File: src/rtl/aes_pkg.sv
// Shared constants and FSM encoding for the AES mode controller and its neighbours.
package aes_pkg;

  localparam int AES_BLK_W = 128;

  localparam bit AES_MODE_ECB = 1'b0;
  localparam bit AES_MODE_CBC = 1'b1;

  typedef enum logic [2:0] {
    ST_IDLE  = 3'd0,
    ST_READY = 3'd1,
    ST_START = 3'd2,
    ST_WAIT  = 3'd3,
    ST_OUT   = 3'd4
  } aes_state_e;

endpackage

File: src/rtl/aes_cbc_ctrl.sv
// CBC/ECB chaining controller in front of the iterative AES core: one block in
// flight at a time, start/done to the core, results on a valid/ready port.
module aes_cbc_ctrl
  import aes_pkg::*;
#(
  parameter bit MODE_CBC = AES_MODE_CBC
) (
  input  logic                 i_Clk,
  input  logic                 i_Rst,
  input  logic                 i_fInit,
  input  logic                 i_fDec,
  input  logic [AES_BLK_W-1:0] i_Key,
  input  logic [AES_BLK_W-1:0] i_IV,
  input  logic                 i_fInVld,
  output logic                 o_fInRdy,
  input  logic [AES_BLK_W-1:0] i_InText,
  output logic                 o_fOutVld,
  input  logic                 i_fOutRdy,
  output logic [AES_BLK_W-1:0] o_OutText,
  output logic                 o_fCoreStart,
  output logic                 o_fCoreDec,
  output logic [AES_BLK_W-1:0] o_CoreKey,
  output logic [AES_BLK_W-1:0] o_CoreText,
  input  logic                 i_fCoreDone,
  input  logic [AES_BLK_W-1:0] i_CoreText,
  output logic                 o_fBusy,
  output logic [2:0]           o_State
);

  // Handshakes: a transfer happens on a rising clock edge where valid and
  // ready are both high; valid never drops without ready, data holds meanwhile.

  localparam bit CHAIN_EN = (MODE_CBC != AES_MODE_ECB);

  aes_state_e state_q, state_d;

  logic [AES_BLK_W-1:0] key_q, chain_q, pend_q, ctext_q, out_q;
  logic                 dec_q;

  logic init_ok, accept, done_cap;
  logic in_rdy, core_start, out_vld, busy;

  assign init_ok  = i_fInit && ((state_q == ST_IDLE) || (state_q == ST_READY));
  assign accept   = (state_q == ST_READY) && i_fInVld && !i_fInit;
  assign done_cap = (state_q == ST_WAIT) && i_fCoreDone;

  always_ff @(posedge i_Clk or negedge i_Rst) begin
    if (!i_Rst) state_q <= ST_IDLE;
    else        state_q <= state_d;
  end

  always_comb begin
    state_d    = state_q;
    in_rdy     = 1'b0;
    core_start = 1'b0;
    out_vld    = 1'b0;
    busy       = 1'b0;
    case (state_q)
      ST_IDLE: begin
        if (i_fInit) state_d = ST_READY;
      end
      ST_READY: begin
        // Init wins over a block offered in the same cycle.
        in_rdy = !i_fInit;
        if (accept) state_d = ST_START;
      end
      ST_START: begin
        core_start = 1'b1;
        busy       = 1'b1;
        state_d    = ST_WAIT;
      end
      ST_WAIT: begin
        busy = 1'b1;
        if (i_fCoreDone) state_d = ST_OUT;
      end
      ST_OUT: begin
        busy    = 1'b1;
        out_vld = 1'b1;
        if (i_fOutRdy) state_d = ST_READY;
      end
      default: state_d = ST_IDLE;
    endcase
  end

  always_ff @(posedge i_Clk or negedge i_Rst) begin
    if (!i_Rst) begin
      key_q   <= '0;
      dec_q   <= 1'b0;
      chain_q <= '0;
      pend_q  <= '0;
      ctext_q <= '0;
      out_q   <= '0;
    end else begin
      if (init_ok) begin
        key_q   <= i_Key;
        dec_q   <= i_fDec;
        chain_q <= CHAIN_EN ? i_IV : '0;
      end
      if (accept) begin
        if (CHAIN_EN && !dec_q) ctext_q <= i_InText ^ chain_q;
        else                    ctext_q <= i_InText;
        // Decrypt needs this ciphertext as the chain value for the next block.
        if (CHAIN_EN && dec_q) pend_q <= i_InText;
      end
      if (done_cap) begin
        if (CHAIN_EN && !dec_q) begin
          out_q   <= i_CoreText;
          chain_q <= i_CoreText;
        end else if (CHAIN_EN) begin
          out_q   <= i_CoreText ^ chain_q;
          chain_q <= pend_q;
        end else begin
          out_q   <= i_CoreText;
        end
      end
    end
  end

  assign o_fInRdy     = in_rdy;
  assign o_fOutVld    = out_vld;
  assign o_OutText    = out_q;
  assign o_fCoreStart = core_start;
  assign o_fCoreDec   = dec_q;
  assign o_CoreKey    = key_q;
  assign o_CoreText   = ctext_q;
  assign o_fBusy      = busy;
  assign o_State      = state_q;

endmodule

File: config.mk
export PLATFORM = sky130hd
export DESIGN_NAME = aes_cbc_ctrl
export DESIGN_NICKNAME = d
export VERILOG_FILES = /design/src/rtl/aes_pkg.sv /design/src/rtl/aes_cbc_ctrl.sv
export SDC_FILE = /design/constraint.sdc
export NUM_CORES = 1
export LEC_CHECK = 0
export ABC_AREA = 1
export CAP_MARGIN = 40
export CORE_AREA = 2 2 354 356
export DETAILED_ROUTE_END_ITERATION = 7
export DIE_AREA = 0 0 356 358
export GPL_TIMING_DRIVEN = 0
export PLACE_DENSITY = 0.54
export SYNTH_ARGS = -nofsm -noshare
export SYNTH_HDL_FRONTEND = slang
export SYNTH_SLANG_ARGS = --single-unit
File: constraint.sdc
create_clock -name i_Clk -period 1.55 [get_ports i_Clk]
set_input_delay 0.2325 -clock i_Clk [delete_from_list [all_inputs] [get_ports i_Clk]]
set_output_delay 0.2325 -clock i_Clk [all_outputs]
set_load 0.005 [all_outputs]
==> results.json <==
{
  "fin_hold_ws_ns": -0.4574,
  "cts_max_level": 3,
  "syn_to_final_growth_pct": 62.55,
  "grt_overflow": 0,
  "r2r_start": "o_State[1]",
  "grt.total_usage_pct": 22.32,
  "wirelength_um": 148800,
  "synth-seq-area-share_pct": 55.25,
  "ioPinCount": 911,
  "p_seq_share_pct": 31.7,
  "finalSetupTns_ns": -210.69,
  "synth_area_per_cell_um2": 8.733,
  "path_class": "flop to flop",
  "synthCells": 3340,
  "crit_required_ns": 2.09,
  "max-vdd-ir-drop_v": 0.001168,
  "synth.most_common_cell": "nand2_1",
  "power_per_cell_area_nw_per_um2": 1999,
  "yosysUniqueCellTypes": 20,
  "drive_above_1_share_pct": 14.78,
  "grt_max_degree": 115,
  "portBuffers": 910,
  "synth_warnings": 0,
  "globalplace.congestion": 0.8914,
  "worst_slack_ns": -0.3521,
  "clkLatencyLatePin_ns": 0.65,
  "drtIter0Drc": 2327,
  "reg2reg_slack_ns": -0.35,
  "dr.pass1.iters": 5,
  "synth.largest_area_cell": "dfrtp_1",
  "path_max_fanout": 8,
  "synth_common_cells": "1291 x nand2_1, 644 x dfrtp_1, 485 x o21ai_0, 256 x xor2_1, 136 x inv_1",
  "path_cells": "nor2_4 > nand4_4 > buf_12 > nor2_8 > clkbuf_16 > buf_12 > nand2_1 > o21ai_0",
  "comb_power_share_pct": 47.9,
  "synthesis.nets": 3859,
  "dpl-instance-area_um2": 40550,
  "drc_errors": 0,
  "p_int_mw": 58.65,
  "wl_per_cell_um": 24.20,
  "r2r_cells": 8,
  "finalInstanceArea_um2": 47420,
  "r2r-end": "pend_q[16]",
  "violations": "hold timing, setup timing",
  "start_kind": "flop",
  "die_x_um": 356,
  "ys_seq_elements": 644,
  "cts_root_buf": "clkbuf_16",
  "worstSetupEndpointType": "flop",
  "leakage_nw": 21.31,
  "fmax_ghz": 0.5257,
  "synth_ff_type": "dfrtp_1",
  "multi_input_area_um2": 12540,
  "die_area_um2": 127400,
  "dp_hpwl_um": 111400,
  "power_frac_clock_pct": 20.5,
  "hp-class": "primary input to asynchronous set/reset pin",
  "max_stage_delay_ns": 0.44,
  "async_reset_ff_share_pct": 100.0,
  "syn_area_um2": 29170,
  "start_util_pct": 23.65,
  "row_count": 129,
  "setup_violations": 1008,
  "synth_top_area_share_pct": 55.25,
  "crit_path_start": "o_State[1]",
  "antenna_left": 0,
  "cts_tree": "built",
  "tightestPinTransition_ns": 0.7107,
  "fill_cells": 12490,
  "fp.coreArea_um2": 123300,
  "ys_top_cells_by_area": "dfrtp_1 55%, nand2_1 17%, o21ai_0 8.3%",
  "cp_common_cell": "buf_12",
  "post-route-period-util_pct": 122.7,
  "final_util_pct": 38.45,
  "worstPathArrival_ns": 2.45,
  "nets": 4960,
  "report.power.total_mw": 94.79,
  "rsz0062_at_grt": "true",
  "cap_violations": 0,
  "cp_slowest_cell": "dfrtp_2",
  "die_h_um": 358,
  "sequential_cell_area_um2": 16120,
  "first_global_vias": 28370,
  "p_sw_mw": 36.14,
  "netSwitchingFraction_pct": 38.13,
  "numCtsBuffers": 80,
  "num_vias": 28130,
  "timing.final.crit_period_ns": 1.902,
  "max-slew-margin-rel_pct": 52.62,
  "clockBufferDepth": 3,
  "run_status": "finished, violations left",
  "viasPerCell": 4.573,
  "clkSlewWorstSetupHoldPaths_ns": 0.06,
  "final_hold_viol_count": 109,
  "antenna_found_initial": 32,
  "grt_pass1_wl_um": 205200,
  "clock_skew_ns": 0.01735,
  "cts.sinks": 644,
  "slew_viol_final": 0,
  "synth-edff-count": 0
}
[worst max path at each step]
| stage | end | slack (ns) | depth (start not counted) |
|---|---|---|---|
| final | pend_q[16] | -0.35 | 8 |
| after floorplan | pend_q[100] | 0.008 | 7 |
| after global placement | o_CoreText[88] | -30.97 | 1 |
| after global routing | o_fBusy | -0.44 | 5 |
| after CTS | o_fBusy | -0.38 | 4 |
| after detailed placement | chain_q[24] | -1.72 | 7 |
[cell type report]
type                       instances  area share, %
clock inverter                    21         0.7547
buffer                           218          5.130
antenna                           14        0.07389
multi-input combinational       2333          26.46
inverter                         138          1.174
timing repair buffer            1026          23.17
tap                             1637          4.320
sequential                       644          34.01
clock buffer                     120          4.919
[worst max-delay path: cells and delay by family (launching register included)]
kind	cells	cell delay (ns)
buf+inv	3	0.62
flops	1	0.44
compound gates	1	0.08
simple gates	4	0.64
[cell usage in the layout, fill, tap and decap left out, types with 44 or more instances in the layout]
| cell | n |
|---|---|
| inv_1 | 133 |
| nand2_4 | 77 |
| clkbuf_1 | 44 |
| nand3_1 | 132 |
| buf_6 | 53 |
| o211ai_1 | 128 |
| clkdlybuf4s50_1 | 846 |
| buf_12 | 55 |
| clkbuf_16 | 102 |
| nand2_2 | 58 |
| o21ai_0 | 343 |
| buf_4 | 76 |
| o21ai_1 | 149 |
| nand2_1 | 1151 |
| xor2_1 | 230 |
| dfrtp_1 | 639 |
[kinds of logic after synthesis]
kind of cell,Yosys count,share of synthesized area (%)
AND/OR/NAND/NOR,1434,19.17
AO/OA/AOI/OAI,643,12.13
XOR/XNOR,256,7.687
buffers and inverters,363,5.769
flip-flops,644,55.25
[registers in the layout (all words and copies together) (netlist names)]
name,cells
o_CoreKey,128
pend_q,128
o_State,3
o_CoreText,128
chain_q,128
o_OutText,128
o_fCoreDec,1
[what timing repair did]
action / in CTS / in global routing
cloned: 23 / 14
buffers inserted: 43 / 27
gates resized for setup: 714 / 393
endpoints found under the hold margin: 104 / 104
setup endpoints to repair: 1148 / 1125
pin swaps: 39 / 10
[layer usage]
layer / share of wire [%] / wire (µm) / up-vias / GRT usage, %
met2: 49 / 73450 / 1076 / 37.77
met3: 7.0 / 10470 / 220 / 5.476
met4: 3.2 / 4727 / 22 / 7.586
li1: - / - / 12970 / -
met5: 0.096 / 143 / - / 0
met1: 40 / 60040 / 13840 / 27.72
[power groups by stage]
stage / combinational (mW) / clock (mW) / sequential (mW)
detailed placement: 37.1 / 0 / 29.7
finish: 45.4 / 19.4 / 30.0
CTS: 43.4 / 19.8 / 29.9
floorplan: 16.1 / 0 / 29.1
global placement: 36.3 / 0 / 29.9
global route: 49.1 / 20.5 / 30.9
[metrics by stage]
stage / cells / setup WS [ns]
6_report: 6151 / -0.3521
5_1_grt: 6148 / -0.4374
4_1_cts: 6100 / -0.3839
3_5_place_dp: 5896 / -1.721
3_3_place_gp: 5887 / -30.97
2_1_floorplan: 3340 / 0.008079
Note: power is estimated with default switching activity, not from simulation.
